<file path="src/rtl/frame_writer.sv">
// Frame writer: packs 16-bit pixels from a first-word-fall-through FIFO into 32-bit words
// and writes them to memory in bursts of up to BURST_WORDS words per frame capture.
module frame_writer #(
    parameter int unsigned BURST_WORDS = 16,
    parameter int unsigned FRAME_WORDS = 163840,
    parameter int unsigned ADDR_W      = 24
) (
    input  logic              clk,
    input  logic              rst,
    input  logic              start,
    input  logic [ADDR_W-1:0] base_addr,
    output logic              frame_req,
    input  logic              capture_active,
    input  logic [15:0]       in_d,
    input  logic              in_rdy,
    output logic              in_next,
    output logic [ADDR_W-1:0] wr_addr,
    output logic [31:0]       wr_data,
    output logic              wr_valid,
    output logic              wr_last,
    input  logic              wr_ready,
    output logic              busy,
    output logic              done,
    output logic              short_frame,
    output logic [19:0]       words_written
);
    localparam int unsigned IDX_W = (BURST_WORDS > 1) ? $clog2(BURST_WORDS) : 1;
    localparam int unsigned CNT_W = $clog2(BURST_WORDS + 1);

    localparam logic [2:0] ST_IDLE     = 3'd0;
    localparam logic [2:0] ST_REQ      = 3'd1;
    localparam logic [2:0] ST_WAIT_ACT = 3'd2;
    localparam logic [2:0] ST_FILL     = 3'd3;
    localparam logic [2:0] ST_BURST    = 3'd4;
    localparam logic [2:0] ST_DONE     = 3'd5;

    logic [2:0]        state;
    logic [ADDR_W-1:0] ptr;
    logic [31:0]       buf_mem [BURST_WORDS];
    logic [CNT_W-1:0]  cnt;
    logic [IDX_W-1:0]  idx;
    logic              half;

    logic [31:0]      remaining;
    logic [31:0]      limit;
    logic             buf_full;
    logic [CNT_W-1:0] flush_cnt;
    logic             last_beat;

    always_comb begin
        remaining = FRAME_WORDS - 32'(words_written);
        // The final burst of a frame is shortened to what the frame still needs.
        limit     = (remaining < BURST_WORDS) ? remaining : BURST_WORDS;
        buf_full  = (32'(cnt) == limit);
        flush_cnt = cnt + CNT_W'(half);
        last_beat = (CNT_W'(idx) == cnt - 1'b1);
    end

    assign frame_req = (state == ST_REQ);
    assign busy      = (state != ST_IDLE);
    assign done      = (state == ST_DONE);
    assign wr_valid  = (state == ST_BURST);
    assign wr_addr   = ptr;
    assign wr_data   = wr_valid ? buf_mem[idx] : 32'h0;
    assign wr_last   = wr_valid && last_beat;
    assign in_next   = (state == ST_FILL) && !buf_full && in_rdy;

    // Buffer storage is not reset; cnt alone decides what is valid.
    always_ff @(posedge clk) begin
        if (state == ST_FILL && !buf_full) begin
            if (in_rdy) begin
                if (half) begin
                    buf_mem[cnt[IDX_W-1:0]][31:16] <= in_d;
                end else begin
                    buf_mem[cnt[IDX_W-1:0]][15:0] <= in_d;
                end
            end else if (!capture_active && half) begin
                buf_mem[cnt[IDX_W-1:0]][31:16] <= 16'h0;
            end
        end
    end

    always_ff @(posedge clk) begin
        if (rst) begin
            state         <= ST_IDLE;
            ptr           <= '0;
            cnt           <= '0;
            idx           <= '0;
            half          <= 1'b0;
            short_frame   <= 1'b0;
            words_written <= '0;
        end else begin
            case (state)
                ST_IDLE: begin
                    if (start) begin
                        ptr           <= base_addr;
                        words_written <= '0;
                        short_frame   <= 1'b0;
                        cnt           <= '0;
                        idx           <= '0;
                        half          <= 1'b0;
                        state         <= ST_REQ;
                    end
                end
                ST_REQ: state <= ST_WAIT_ACT;
                ST_WAIT_ACT: begin
                    if (capture_active) begin
                        state <= ST_FILL;
                    end
                end
                ST_FILL: begin
                    if (buf_full) begin
                        state <= ST_BURST;
                    end else if (in_rdy) begin
                        half <= !half;
                        if (half) begin
                            cnt <= cnt + 1'b1;
                        end
                    end else if (!capture_active) begin
                        // Capture ended: pad a dangling pixel and drain what is left.
                        half <= 1'b0;
                        cnt  <= flush_cnt;
                        if (flush_cnt != '0) begin
                            short_frame <= 1'b1;
                            state       <= ST_BURST;
                        end else begin
                            short_frame <= (32'(words_written) < FRAME_WORDS);
                            state       <= ST_DONE;
                        end
                    end
                end
                ST_BURST: begin
                    if (wr_ready) begin
                        if (last_beat) begin
                            ptr           <= ptr + ADDR_W'(cnt);
                            words_written <= words_written + 20'(cnt);
                            cnt           <= '0;
                            idx           <= '0;
                            if ((32'(words_written) + 32'(cnt) >= FRAME_WORDS) || short_frame) begin
                                state <= ST_DONE;
                            end else begin
                                state <= ST_FILL;
                            end
                        end else begin
                            idx <= idx + 1'b1;
                        end
                    end
                end
                ST_DONE: state <= ST_IDLE;
                default: state <= ST_IDLE;
            endcase
        end
    end
endmodule
</file>
<file path="config.mk">
export PLATFORM = sky130hd
export DESIGN_NAME = frame_writer
export DESIGN_NICKNAME = d
export VERILOG_FILES = /design/src/rtl/frame_writer.sv
export SDC_FILE = /design/constraint.sdc
export NUM_CORES = 1
export LEC_CHECK = 0
export ABC_CLOCK_PERIOD_IN_PS = 8000
export CAP_MARGIN = 10
export CORE_ASPECT_RATIO = 0.7
export CORE_MARGIN = 8
export CORE_UTILIZATION = 45
export CTS_BUF_LIST = sky130_fd_sc_hd__clkbuf_4 sky130_fd_sc_hd__clkbuf_8
export CTS_CLUSTER_DIAMETER = 30
export CTS_CLUSTER_SIZE = 12
export DETAILED_ROUTE_END_ITERATION = 8
export PLACE_DENSITY = 0.67
export REMOVE_ABC_BUFFERS = 1
export SLEW_MARGIN = 20
export SYNTH_ARGS = -nofsm -noshare
export SYNTH_HDL_FRONTEND = slang
export SYNTH_SLANG_ARGS = --single-unit
</file>
<file path="constraint.sdc">
create_clock -name clk -period 8 [get_ports clk]
set_input_delay 1.6 -clock clk [delete_from_list [all_inputs] [get_ports clk]]
set_output_delay 1.6 -clock clk [all_outputs]
set_load 0.05 [all_outputs]
</file>
==> metrics, run 1 <==
max frequency=163 MHz; Clock Latency Late Sink=0.70 ns; main combinational cell family by area after synthesis=multiplexers; CP max-delay cell=clkdlybuf4s50_1; total setup buffers inserted after CTS=0; clk slew on worst S/H paths=0.06 ns; CTS resizes=0; DRC=0; Main synth FF type=edfxtp_1; via count=13700; wire per inst=24.3 µm; max-slew violations=0; Tmin final=~6.2 ns; area grow syn2layout=17.8%; Clock Path Buffers=3; Final Util=between 50% and 60%; CTS Buf Count=90; post-synthesis mux area share=between 10% and 20%; Layout fillers=around 4200; Synth Warn #=0; slowest stage delay, CP=0.90 ns; leading area contributor after synthesis=edfxtp_1; crit end category=output pin; area taken by multi-input logic gates=7140 µm²; drt first pass iters=5; CTS Sinks=between 500 and 600; cell with the most instances after synthesis=edfxtp_1; top cell type's share of synthesized area=a little under two thirds; Final Cycle Share=76.9%; outcome=completed; Fin. Hold Viols=0; initial antenna violation count=2; # Max-Cap Violations=0; cells along the critical path=or4_4 > or3_1 > a2111oi_2 > o2111ai_1 > nor4_4 > mux2_4 > nor3_1 > clkdlybuf4s50_1; CTS root buf=clkbuf_8; CP Launch Type=register; core area=53300 µm²; Compound-Gate Fraction of Synth Area=4.31%; GR Overflow Total=0; WHS=around 0.49 ns; Initial Utilization=a little under half; count of cell types in the netlist=70; Hold Crit Class=register to register; xor/xnor share of the synthesized area=1.13%; final wirelength=56.7 mm; relative slew slack=38.1%; clock skew=0.0369 ns; total power=7.13 mW; antenna-violating nets left=0; PwrDens=251 nW/µm²; Storage cell area=roughly 17000 µm²; P_leak=around 9 nW; gpl congestion=0.862; hold path cells=2; Die Y=210 µm; largest net degree at the start of global routing=106; maximum vdd drop=about 210 µV; worst reg-to-reg path cell count=10; setup_tns=0 ns; vias in the first global route=13900; Site Rows=between 70 and 80; Top Ports=between 100 and 150; register area share after synthesis=between 60 and 70%; Synth Area in Simple Gates=7.27%; Synth top cells by count=edfxtp_1, mux4_2, nor2_1; Avg Cell Area, Syn=17.4 µm²; Final setup viols=0; H-tree depth=3; Post-Syn Instances=1384; GR Util All Layers=around 18%; CTS tree=built; critical path class=register to output pin; placed wire-length estimate=32.5 mm; worst-path fanout max=9; share of cells above drive strength 1=25.5%; Die Width=292 µm; WP data required=6.40 ns; register bit count reported by yosys=around 570; Detailed Route Iter0 Violations=1260; Netlist Area Pre-Place=24100 µm²; via density per instance=5.84; hold_buf cts=0; Worst-Margin Slew=0.928 ns; unrepaired setup endpoints after global routing=false; ys async rst share=0%; synthesized-area fraction occupied by adder cells=1.15%; Die ar.=61300 µm²; final worst slack=1.85 ns; Worst EP arrival=4.55 ns; top cells by area, synth=edfxtp_1, mux4_2, dfxtp_1, and2_1, nor2_1; first-pass GRT wire length=between 80 and 90 mm; number of buffers inserted by port buffering=between 100 and 150; # nets final=1633; EDFF count, synth=512; DP Worst Slack=2.52 ns
## critical path, delay by kind of cell, from the launching register on
family / cells / cell delay (ns)
muxes: 1 / 0.38
and+or+nand+nor: 4 / 1.63
buffers and inverters: 1 / 0.90
AOI/OAI and AO/OA: 2 / 0.55
DFF: 1 / 0.40
## stage by stage
step | area (µm²) | instances
6_report | 28400 | 2336
3_5_place_dp | 26300 | 2167
2_1_floorplan | 23700 | 1301
5_1_grt | 28400 | 2335
4_1_cts | 28400 | 2335
3_3_place_gp | 26300 | 2167
## cell usage in the layout, fill, tap and decap left out, types with 43 or more instances in the layout
master	n
a21oi_1	45
and2_1	55
buf_4	43
clkbuf_8	92
clkdlybuf4s50_1	127
dfxtp_1	58
edfxtp_1	512
mux4_2	160
nand2_1	53
nor2_1	60
## registers in the layout, indices dropped and copies added, names as in the netlist, named ones only
name and flops:
wr_addr 24, state 3, buf_mem 512, half 1
cnt 5, idx 4, words_written 20, short_frame 1
## path summary, 6_finish.rpt
kind	from	to	slack [ns]
setup / recovery	words_written[3]	in_next	1.85
hold / removal	wr_addr[0]	wr_addr[0]	0.49
setup reg to reg	words_written[3]	buf_mem[7][25]	3.90
hold reg to reg	wr_addr[0]	wr_addr[0]	0.49
## cell families (layout without fill, tap and decap cells)
| family | after synthesis | in the layout |
|---|---|---|
| other | 0 | 1 |
| AO/OA/AOI/OAI | 157 | 157 |
| XOR/XNOR | 31 | 31 |
| adder cells (fa/ha/maj) | 21 | 21 |
| flip-flops | 574 | 574 |
| AND/OR/NAND/NOR | 329 | 329 |
| multiplexers | 170 | 170 |
| buffers and inverters | 102 | 360 |
## layer usage
metal | wire, µm | track usage (%)
met5 | 27 | 0
met4 | 835 | 4.57
met3 | 4260 | 4.37
met2 | 26200 | 27.6
met1 | 25400 | 27.1
## power breakdown
group / switching, mW / internal [mW]
clock network: 1.25 / 1.46
logic: 0.531 / 0.485
registers: 0.0930 / 3.30
total: 1.88 / 5.25
## cell type report
cell class	instances	share of cell area, %
repair buffers	173	5.78
clock inverters	67	2.39
inverters	19	0.251
diodes	1	0.00882
multi-input cells	708	25.2
clock buffers	101	4.70
flip-flops and latches	574	58.6
well taps	693	3.06
Power figures use the tool's default switching activity.
==> run 2, diff against run 1 <==
--- a/config.mk
+++ b/config.mk
@@ -5,7 +5,7 @@
 export SDC_FILE = /design/constraint.sdc
 export NUM_CORES = 1
 export LEC_CHECK = 0
-export ABC_CLOCK_PERIOD_IN_PS = 8000
+export ABC_CLOCK_PERIOD_IN_PS = 6250
 export CAP_MARGIN = 10
 export CORE_ASPECT_RATIO = 0.7
 export CORE_MARGIN = 8
==> constraint.sdc (replaced) <==
create_clock -name clk -period 6.25 [get_ports clk]
set_input_delay 1.25 -clock clk [delete_from_list [all_inputs] [get_ports clk]]
set_output_delay 1.25 -clock clk [all_outputs]
set_load 0.05 [all_outputs]
==> metrics, run 2 (synthesis results as in run 1) <==
number of buffers inserted by port buffering=128; hold_buf cts=0; CTS tree=built; crit-path leading delay family=simple AND/OR/NAND/NOR gates; Site Rows=71; Layout fillers=between 4000 and 5000; Clock Latency Late Sink=0.71 ns; final wirelength=56.5 mm; hold path cells=2; GR Overflow Total=0; placed insts=2166; share of cells above drive strength 1=26.2%; Die Width=around 290 µm; Cell Int Power=6.87 mW; antenna-violating nets left=0; Comb pwr share=~14%; Top Ports=129; area grow syn2layout=18.6%; Final Cycle Share=94.1%; CTS Buf Count=101; worst reg-to-reg path cell count=10; commonest cells after routing, fill and taps aside=edfxtp_1, mux4_2, clkdlybuf4s50_1; critical path depth in cells=8; core area=53300 µm²; clock network power share=39.4%; wire per inst=24.0 µm; Tmin final=5.88 ns; setup_tns=0 ns; final worst slack=0.370 ns; DP Worst Slack=1.06 ns; largest net degree at the start of global routing=64; CTS Sinks=approximately 570; cells along the critical path=or4_4 > or3_1 > a2111oi_2 > o2111ai_1 > nor4_4 > mux2_4 > nor3_1 > clkdlybuf4s50_1; worst-path fanout max=9; Final setup viols=0; Detailed Route Iter0 Violations=1315; outcome=completed; max reg flops=512; WP data required=5.00 ns; initial antenna violation count=1; Worst EP arrival=4.63 ns; PwrDens=326 nW/µm²; commonest non-fill, non-tap cell in the layout=edfxtp_1; DRC=0; via density per instance=5.76; placed wire-length estimate=32.7 mm; GR Util All Layers=18.3%; post-route cell area=28500 µm²; fin cells=2356; total power=9.32 mW; Fin. Hold Viols=0; Switching Fraction=26.2%; clk slew on worst S/H paths=about 0.06 ns; first-pass GRT wire length=85.8 mm; Worst-Margin Slew=1.00 ns; CP max-delay cell=clkdlybuf4s50_1; CP Launch Type=register; Storage cell area=16600 µm²; Psw=2.44 mW; critical path class=register to output pin; Post-DP Area=26400 µm²; Initial Utilization=45.2%; maximum vdd drop=215 µV; relative slew slack=33.1%; P_leak=about 9 nW; gpl congestion=between 0.8 and 0.9; Hold Crit Class=register to register; via count=13600; unrepaired setup endpoints after global routing=false; CTS resizes=0; vias in the first global route=13900; # Max-Cap Violations=0; max frequency=between 150 and 200 MHz; drt first pass iters=7; Seq pwr share=46.6%; crit end category=output pin; Die Y=210 µm; total setup buffers inserted after CTS=0; clock skew=0.0494 ns; area taken by multi-input logic gates=between 7000 and 8000 µm²; Die ar.=61300 µm²; # nets final=1643; CTS root buf=clkbuf_8; H-tree depth=3; slowest stage delay, CP=between 0.8 and 0.9 ns; Buf/Inv on CP=1; max-slew violations=0; Clock Path Buffers=3
run 2: changes by cell type in the layout (fill, tap and decap cells not counted), sizes merged:
cell    change
clkbuf     +16
clkinv      +5
diode       +1
buf         -1
bufinv      -1
run 2: layout make-up:
class | instances | share of cell area, %
multi-input cells | 708 | 25.0
well taps | 693 | 3.04
inverters | 19 | 0.250
clock inverters | 71 | 2.33
flip-flops and latches | 574 | 58.2
clock buffers | 117 | 5.33
repair buffers | 172 | 5.76
diodes | 2 | 0.0175
run 2: power groups by stage:
stage / logic [mW] / registers (mW) / clock network [mW]
floorplan: 0.849 / 4.60 / 0
global placement: 1.32 / 4.41 / 0
detailed placement: 1.33 / 4.42 / 0
CTS: 1.34 / 4.34 / 3.75
global route: 1.41 / 4.35 / 3.91
finish: 1.31 / 4.34 / 3.67
run 2: worst min-delay path, stage by stage (launching register included):
cell and delay [ns]:
dfxtp_1 0.33, nand2_1 0.06, a21oi_1 0.06
run 2: path summary, 6_finish.rpt:
check / start / endpoint / slack, ns
max: words_written[3] / in_next / 0.37
min: wr_addr[0] / wr_addr[0] / 0.50
max reg2reg: words_written[3] / buf_mem[9][29] / 1.81
min reg2reg: wr_addr[0] / wr_addr[0] / 0.50
run 2: routing by layer:
| layer | global-route usage, % | share of wire (%) | vias to the layer above |
|---|---|---|---|
| li1 | - | - | 5998 |
| met1 | 25.8 | 45 | 7027 |
| met2 | 28.6 | 47 | 470 |
| met3 | 4.66 | 6.8 | 74 |
| met4 | 4.54 | 1.6 | 2 |
| met5 | 0 | 0.023 | - |
run 2: stage by stage:
stage                     utilization [%]  hold slack [ns]
after floorplan                         -            0.526
after global placement               49.4            0.475
after detailed placement             49.4            0.487
after CTS                            53.5            0.496
after global routing                 53.5            0.527
final                                53.6            0.499
==> run 3, diff against run 2 <==
--- a/config.mk
+++ b/config.mk
@@ -16,6 +16,7 @@
 export DETAILED_ROUTE_END_ITERATION = 8
 export PLACE_DENSITY = 0.67
 export REMOVE_ABC_BUFFERS = 1
+export SETUP_SLACK_MARGIN = 0.05
 export SLEW_MARGIN = 20
 export SYNTH_ARGS = -nofsm -noshare
 export SYNTH_HDL_FRONTEND = slang
==> results of run 3 <==
No change in the layout: final DEF, timing and power equal those of run 2.
